## config.mk

```make
export PLATFORM = sky130hd
export DESIGN_NAME = i2c_ad2_responder
export DESIGN_NICKNAME = d
export VERILOG_FILES = /design/src/rtl/i2c_ad2_responder.sv
export SDC_FILE = /design/constraint.sdc
export NUM_CORES = 1
export LEC_CHECK = 0
export ABC_CLOCK_PERIOD_IN_PS = 3610
export CORE_MARGIN = 5
export CORE_UTILIZATION = 50
export CTS_BUF_LIST = sky130_fd_sc_hd__clkbuf_8
export DETAILED_ROUTE_END_ITERATION = 8
export PLACE_DENSITY_LB_ADDON = 0.15
export SLEW_MARGIN = 20
export SYNTH_ARGS = -nofsm -noshare
export SYNTH_HDL_FRONTEND = slang
export SYNTH_SLANG_ARGS = --single-unit
```

## constraint.sdc

```tcl
create_clock -name clk -period 3.61 [get_ports clk]
set_input_delay 0.5415 -clock clk [delete_from_list [all_inputs] [get_ports clk]]
set_output_delay 0.5415 -clock clk [all_outputs]
set_load 0.02 [all_outputs]
```

## src/rtl/i2c_ad2_responder.sv

```systemverilog
// I2C target emulating a PmodAD2 (AD7991-style) ADC: config-byte writes, 2-byte conversion reads.
// Optional macro STALE_FLAG_EN: bit 7 of the high byte reports the stale-sample flag.
module i2c_ad2_responder #(
    parameter logic [6:0]  I2C_ADDR       = 7'h28,
    parameter int unsigned SYNC_STAGES    = 2,
    parameter logic [7:0]  DEFAULT_CONFIG = 8'h10
) (
    input  logic        clk,
    input  logic        rst_n,
    input  logic        scl,
    input  logic        sda_i,
    output logic        sda_o,
    output logic        sda_oe,
    input  logic [11:0] s_axis_tdata,
    input  logic        s_axis_tvalid,
    output logic        s_axis_tready,
    output logic [7:0]  config_out,
    output logic        config_wr,
    output logic [3:0]  state_out
);
    typedef enum logic [3:0] {
        IDLE     = 4'd0,
        ADDR     = 4'd1,
        ADDR_ACK = 4'd2,
        WR_DATA  = 4'd3,
        WR_ACK   = 4'd4,
        RD_DATA  = 4'd5,
        RD_ACK   = 4'd6,
        IGNORE   = 4'd7
    } state_e;

    state_e                 state_q, state_d;
    logic [SYNC_STAGES-1:0] scl_sync_q, scl_sync_d, sda_sync_q, sda_sync_d;
    logic                   scl_prev_q, scl_prev_d, sda_prev_q, sda_prev_d;
    logic [3:0]             cnt_q, cnt_d;
    logic [7:0]             shift_q, shift_d;
    logic [15:0]            word_q, word_d;
    logic                   byte_sel_q, byte_sel_d;
    logic                   sda_oe_q, sda_oe_d;
    logic [7:0]             cfg_q, cfg_d;
    logic                   cfg_wr_q, cfg_wr_d;
    logic [11:0]            hold_q, hold_d;
    logic                   tready_q, tready_d;
    logic                   scl_s, sda_s, scl_rise, scl_fall, start_det, stop_det;
    logic                   handshake, snap, stale_bit;
    logic [1:0]             ch;
    logic [15:0]            snap_word;
    logic [7:0]             tx_byte;

`ifdef STALE_FLAG_EN
    logic stale_q, stale_d;
    assign stale_bit = stale_q;
`else
    assign stale_bit = 1'b0;
`endif

    assign scl_s     = scl_sync_q[SYNC_STAGES-1];
    assign sda_s     = sda_sync_q[SYNC_STAGES-1];
    assign scl_rise  = scl_s & ~scl_prev_q;
    assign scl_fall  = ~scl_s & scl_prev_q;
    assign start_det = scl_s & scl_prev_q & sda_prev_q & ~sda_s;
    assign stop_det  = scl_s & scl_prev_q & ~sda_prev_q & sda_s;
    assign handshake = s_axis_tvalid & tready_q;

    // Channel number is the lowest enabled channel bit, 0 when none is set
    always_comb begin
        ch = 2'd0;
        if (cfg_q[4])      ch = 2'd0;
        else if (cfg_q[5]) ch = 2'd1;
        else if (cfg_q[6]) ch = 2'd2;
        else if (cfg_q[7]) ch = 2'd3;
    end

    assign snap_word = {stale_bit, 1'b0, ch, hold_q};
    assign tx_byte   = byte_sel_q ? word_q[7:0] : word_q[15:8];

    always_comb begin
        state_d    = state_q;
        scl_sync_d = {scl_sync_q[SYNC_STAGES-2:0], scl};
        sda_sync_d = {sda_sync_q[SYNC_STAGES-2:0], sda_i};
        scl_prev_d = scl_s;
        sda_prev_d = sda_s;
        cnt_d      = cnt_q;
        shift_d    = shift_q;
        word_d     = word_q;
        byte_sel_d = byte_sel_q;
        sda_oe_d   = sda_oe_q;
        cfg_d      = cfg_q;
        cfg_wr_d   = 1'b0;
        hold_d     = hold_q;
        tready_d   = 1'b1;
        snap       = 1'b0;

        if (handshake) hold_d = s_axis_tdata;

        if (start_det) begin
            state_d  = ADDR;
            cnt_d    = 4'd0;
            sda_oe_d = 1'b0;
        end else if (stop_det) begin
            state_d  = IDLE;
            sda_oe_d = 1'b0;
        end else if (scl_rise) begin
            if (state_q == ADDR || state_q == WR_DATA || state_q == RD_ACK)
                shift_d = {shift_q[6:0], sda_s};
            if (state_q == ADDR || state_q == WR_DATA || state_q == RD_DATA)
                cnt_d = cnt_q + 4'd1;
        end else if (scl_fall) begin
            // SDA is only ever changed here, during the SCL-low phase
            unique case (state_q)
                ADDR: if (cnt_q == 4'd8) begin
                    if (shift_q[7:1] == I2C_ADDR) begin
                        state_d  = ADDR_ACK;
                        sda_oe_d = 1'b1;
                    end else begin
                        state_d  = IGNORE;
                    end
                end
                ADDR_ACK: begin
                    cnt_d = 4'd0;
                    if (shift_q[0]) begin
                        snap       = 1'b1;
                        byte_sel_d = 1'b0;
                        state_d    = RD_DATA;
                        sda_oe_d   = ~snap_word[15];
                    end else begin
                        state_d  = WR_DATA;
                        sda_oe_d = 1'b0;
                    end
                end
                WR_DATA: if (cnt_q == 4'd8) begin
                    state_d  = WR_ACK;
                    sda_oe_d = 1'b1;
                    cfg_d    = shift_q;
                    cfg_wr_d = 1'b1;
                end
                WR_ACK: begin
                    state_d  = WR_DATA;
                    cnt_d    = 4'd0;
                    sda_oe_d = 1'b0;
                end
                RD_DATA: begin
                    if (cnt_q == 4'd8) begin
                        state_d  = RD_ACK;
                        sda_oe_d = 1'b0;
                    end else begin
                        sda_oe_d = ~tx_byte[3'd7 - cnt_q[2:0]];
                    end
                end
                RD_ACK: begin
                    cnt_d = 4'd0;
                    if (shift_q[0]) begin
                        state_d = IGNORE;
                    end else if (!byte_sel_q) begin
                        state_d    = RD_DATA;
                        byte_sel_d = 1'b1;
                        sda_oe_d   = ~word_q[7];
                    end else begin
                        snap       = 1'b1;
                        state_d    = RD_DATA;
                        byte_sel_d = 1'b0;
                        sda_oe_d   = ~snap_word[15];
                    end
                end
                default: sda_oe_d = 1'b0;
            endcase
        end

        if (snap) word_d = snap_word;
`ifdef STALE_FLAG_EN
        // A sample accepted in the snapshot cycle is not in the word, so it wins
        stale_d = stale_q;
        if (snap)      stale_d = 1'b1;
        if (handshake) stale_d = 1'b0;
`endif
    end

    always_ff @(posedge clk or negedge rst_n) begin
        if (!rst_n) begin
            state_q    <= IDLE;
            scl_sync_q <= '1;
            sda_sync_q <= '1;
            scl_prev_q <= 1'b1;
            sda_prev_q <= 1'b1;
            cnt_q      <= 4'd0;
            shift_q    <= 8'd0;
            word_q     <= 16'd0;
            byte_sel_q <= 1'b0;
            sda_oe_q   <= 1'b0;
            cfg_q      <= DEFAULT_CONFIG;
            cfg_wr_q   <= 1'b0;
            hold_q     <= 12'd0;
            tready_q   <= 1'b0;
`ifdef STALE_FLAG_EN
            stale_q    <= 1'b1;
`endif
        end else begin
            state_q    <= state_d;
            scl_sync_q <= scl_sync_d;
            sda_sync_q <= sda_sync_d;
            scl_prev_q <= scl_prev_d;
            sda_prev_q <= sda_prev_d;
            cnt_q      <= cnt_d;
            shift_q    <= shift_d;
            word_q     <= word_d;
            byte_sel_q <= byte_sel_d;
            sda_oe_q   <= sda_oe_d;
            cfg_q      <= cfg_d;
            cfg_wr_q   <= cfg_wr_d;
            hold_q     <= hold_d;
            tready_q   <= tready_d;
`ifdef STALE_FLAG_EN
            stale_q    <= stale_d;
`endif
        end
    end

    assign sda_o         = 1'b0;
    assign sda_oe        = sda_oe_q;
    assign s_axis_tready = tready_q;
    assign config_out    = cfg_q;
    assign config_wr     = cfg_wr_q;
    assign state_out     = state_q;
endmodule

```

==> results_dict.tcl <==
set metrics [dict create \
    outcome "finished clean" \
    maxSlewViolCount 0 \
    dr.pass1.iters 4 \
    place_inst 310 \
    critPathSlowestCell "a21boi_2" \
    final_nets 271 \
    power.total_mw 1.53 \
    hpwl_um 3460 \
    internal_power_mw 1.11 \
    max_freq_mhz 418 \
    hp-class "in -> async" \
    period_minus_slack_ns 2.40 \
    cts_resized 0 \
    drive_gt1_frac 0.295 \
    dieArea_um2 7170 \
    n_antenna_cell 0 \
    postSynthAreaPerCell_um2 12.8 \
    overflow 0 \
    synth.mux.area_fraction 0.214 \
    grt_pass1_wl_um 8690 \
    synth.area.top_cells "dfrtp_1, mux2_2, dfstp_2, mux2_4, mux4_2" \
    p_comb_frac 0.124 \
    p_sw_frac 0.273 \
    drc_errors 0 \
    path_buf_inv 1 \
    die_h_um 84.7 \
    io_pins 33 \
    path_clk_slew_ns 0.07 \
    critPathTopFamily "compound AO/OA/AOI/OAI gates" \
    ys_warn_count 0 \
    p_seq_frac 0.535 \
    cts_buffer_depth 2 \
    grt_pass1_vias 1769 \
    synth_edf_count 0 \
    slew_headroom 0.420 \
    start_util 0.509 \
    crit_arrival_ns 2.61 \
    grt_usage 0.153 \
    cap_viol_max_count 0 \
    worst_slew_pin_slew_ns 0.870 \
    worst_ir_drop_vdd_v 0.000248 \
    ys_ff_latch 59 \
    async_flop_share 1.00 \
    antenna_left 0 \
    synth_simple_gate_area_frac 0.106 \
    clock_latency_ns 0.33 \
    period_share 0.663 \
    p_leak_nw 1.43 \
    gp_congestion 0.846 \
    viasPerCell 5.42 \
    cts_max_level 3 \
    yosys.area.top_type "dfrtp_1" \
    die_x_um 84.7 \
    placementRows 27 \
    skew_ns 0.0108 \
    synthDistinctLibCells 50 \
    setup_viol 0 \
    vias 1768 \
    cts_tree "built" \
    tritoncts.num_buffers 9 \
    first_iter_violations 108 \
    path_cells "inv_1 -> ha_1 -> nand3b_1 -> nor3_2 -> a21boi_2 -> mux2_2" \
    powerDensity_nw_per_um2 466 \
    fillCellCount 468 \
    synthCells 217 \
    multiInputGateArea_um2 1210 \
    wl_per_cell_um 15.1 \
    netlist.area_leader.share 0.467 \
    antenna_found_initial 0 \
    tns_ns 0 \
    cts_hold_buf 0 \
    p_clk_frac 0.341 \
    endpoint_kind "flip-flop" \
    ctsRootBufferMaster "clkbuf_8" \
    synth_ff_type "dfrtp_1" \
    crit_type "reg -> reg" \
    synth-xor-area-share 0.00628 \
    synthAdderAreaFrac 0.0224 \
    postCtsSetupBuffers 0 \
    startpoint_type "flip-flop" \
    area_growth_pct 18.0 \
    ys_seq_area_frac 0.533 \
    cts_sinks 59 \
    synth_area_um2 2790 \
    synth_top_family_by_area "multiplexers" \
    wirelength_um 4920 \
    synth_common_cells "dfrtp_1, mux2_2, nand2_1" \
    netSwitchingPower_uw 419 \
    cp.required_ns 3.82 \
    seqCellArea_um2 1490 \
    coreArea_um2 5470 \
    hold_violations 0 \
    grt_max_degree 41 \
    synth_most_common_cell "dfrtp_1" \
    post_layout_nonfiller_instances 326 \
    io_buffer_count 30 \
    synth_compound_area_frac 0.0821 \
    critPathMaxStageDelay_ns 0.65 \
    cp_max_fo 14 \
    rsz0062_at_grt "false" \
]
stage by stage:
stage          instance area [um2]  utilization  setup WS, ns  hold WS [ns]
5_1_grt                       3290        0.601          1.01         0.366
2_1_floorplan                 2790            -          1.53         0.246
6_report                      3290        0.601          1.21         0.321
4_1_cts                       3290        0.601          1.18         0.343
3_5_place_dp                  3120        0.570          1.18         0.351
3_3_place_gp                  3120        0.570          1.25         0.345
worst register-to-register path, stage by stage (launching register included):
cell and delay, ns:
dfstp_2 0.54, inv_1 0.04, ha_1 0.24, nand3b_1 0.22
nor3_2 0.18, a21boi_2 0.65, mux2_2 0.42
power by group through the flow:
stage | Sequential, mW | Combinational (mW) | Clock [mW]
floorplan | 0.802 | 0.144 | 0
finish | 0.820 | 0.190 | 0.523
global route | 0.838 | 0.211 | 0.564
CTS | 0.821 | 0.192 | 0.533
global placement | 0.830 | 0.186 | 0
detailed placement | 0.832 | 0.191 | 0
per-layer routing:
layer / global-route usage / up-vias / routed length (um)
met5: 0 / - / 0
met4: 0.0748 / 0 / 71
met3: 0.0363 / 7 / 241
met2: 0.228 / 41 / 2250
met1: 0.210 / 875 / 2360
li1: - / 845 / -
layout make-up:
cell class / count / area share
flip-flops and latches: 59 / 0.452
multi-input cells: 141 / 0.369
repair buffers: 31 / 0.0921
clock buffers: 10 / 0.0419
well taps: 72 / 0.0274
clock inverters: 6 / 0.0103
inverters: 7 / 0.00799
flip-flops by register name, indices dropped and copies added (netlist names):
register       cells
config_out         8
config_wr          1
s_axis_tready      1
state_out          3
shift_q            8
byte_sel_q         1
scl_sync_q         2
word_q            14
sda_sync_q         2
hold_q            12
cnt_q              4
sda_prev_q         1
scl_prev_q         1
sda_oe             1
kinds of logic after synthesis:
logic type	Yosys count
AO/OA/AOI/OAI	31
multiplexers	48
AND/OR/NAND/NOR	52
XOR/XNOR	2
buffers and inverters	18
adder cells (fa/ha/maj)	5
flip-flops	59
other	2
placed cells by master (no fill, tap or decap), drive strengths merged, types with 4 or more instances in the layout:
cell	count
o21ai	5
clkdlybuf4s50	29
clkbuf	10
dfstp	7
inv	9
mux2	42
ha	5
nor2	8
dfrtp	52
nand2	14
a21oi	4
nor3	7
path summary, 6_finish.rpt:
check / to / from / cells after the start / slack (ns)
setup / recovery: word_q[3] / scl_prev_q / 6 / 1.21
hold / removal: config_out[5] / rst_n / 1 / 0.32
setup reg to reg: word_q[3] / scl_prev_q / 6 / 1.21
hold reg to reg: scl_sync_q[1] / scl_sync_q[0] / 0 / 0.36
max in group asynchronous: scl_sync_q[0] / rst_n / 2 / 2.43
min in group clk: scl_sync_q[1] / scl_sync_q[0] / 0 / 0.36
Note: power is estimated with default switching activity, not from simulation.
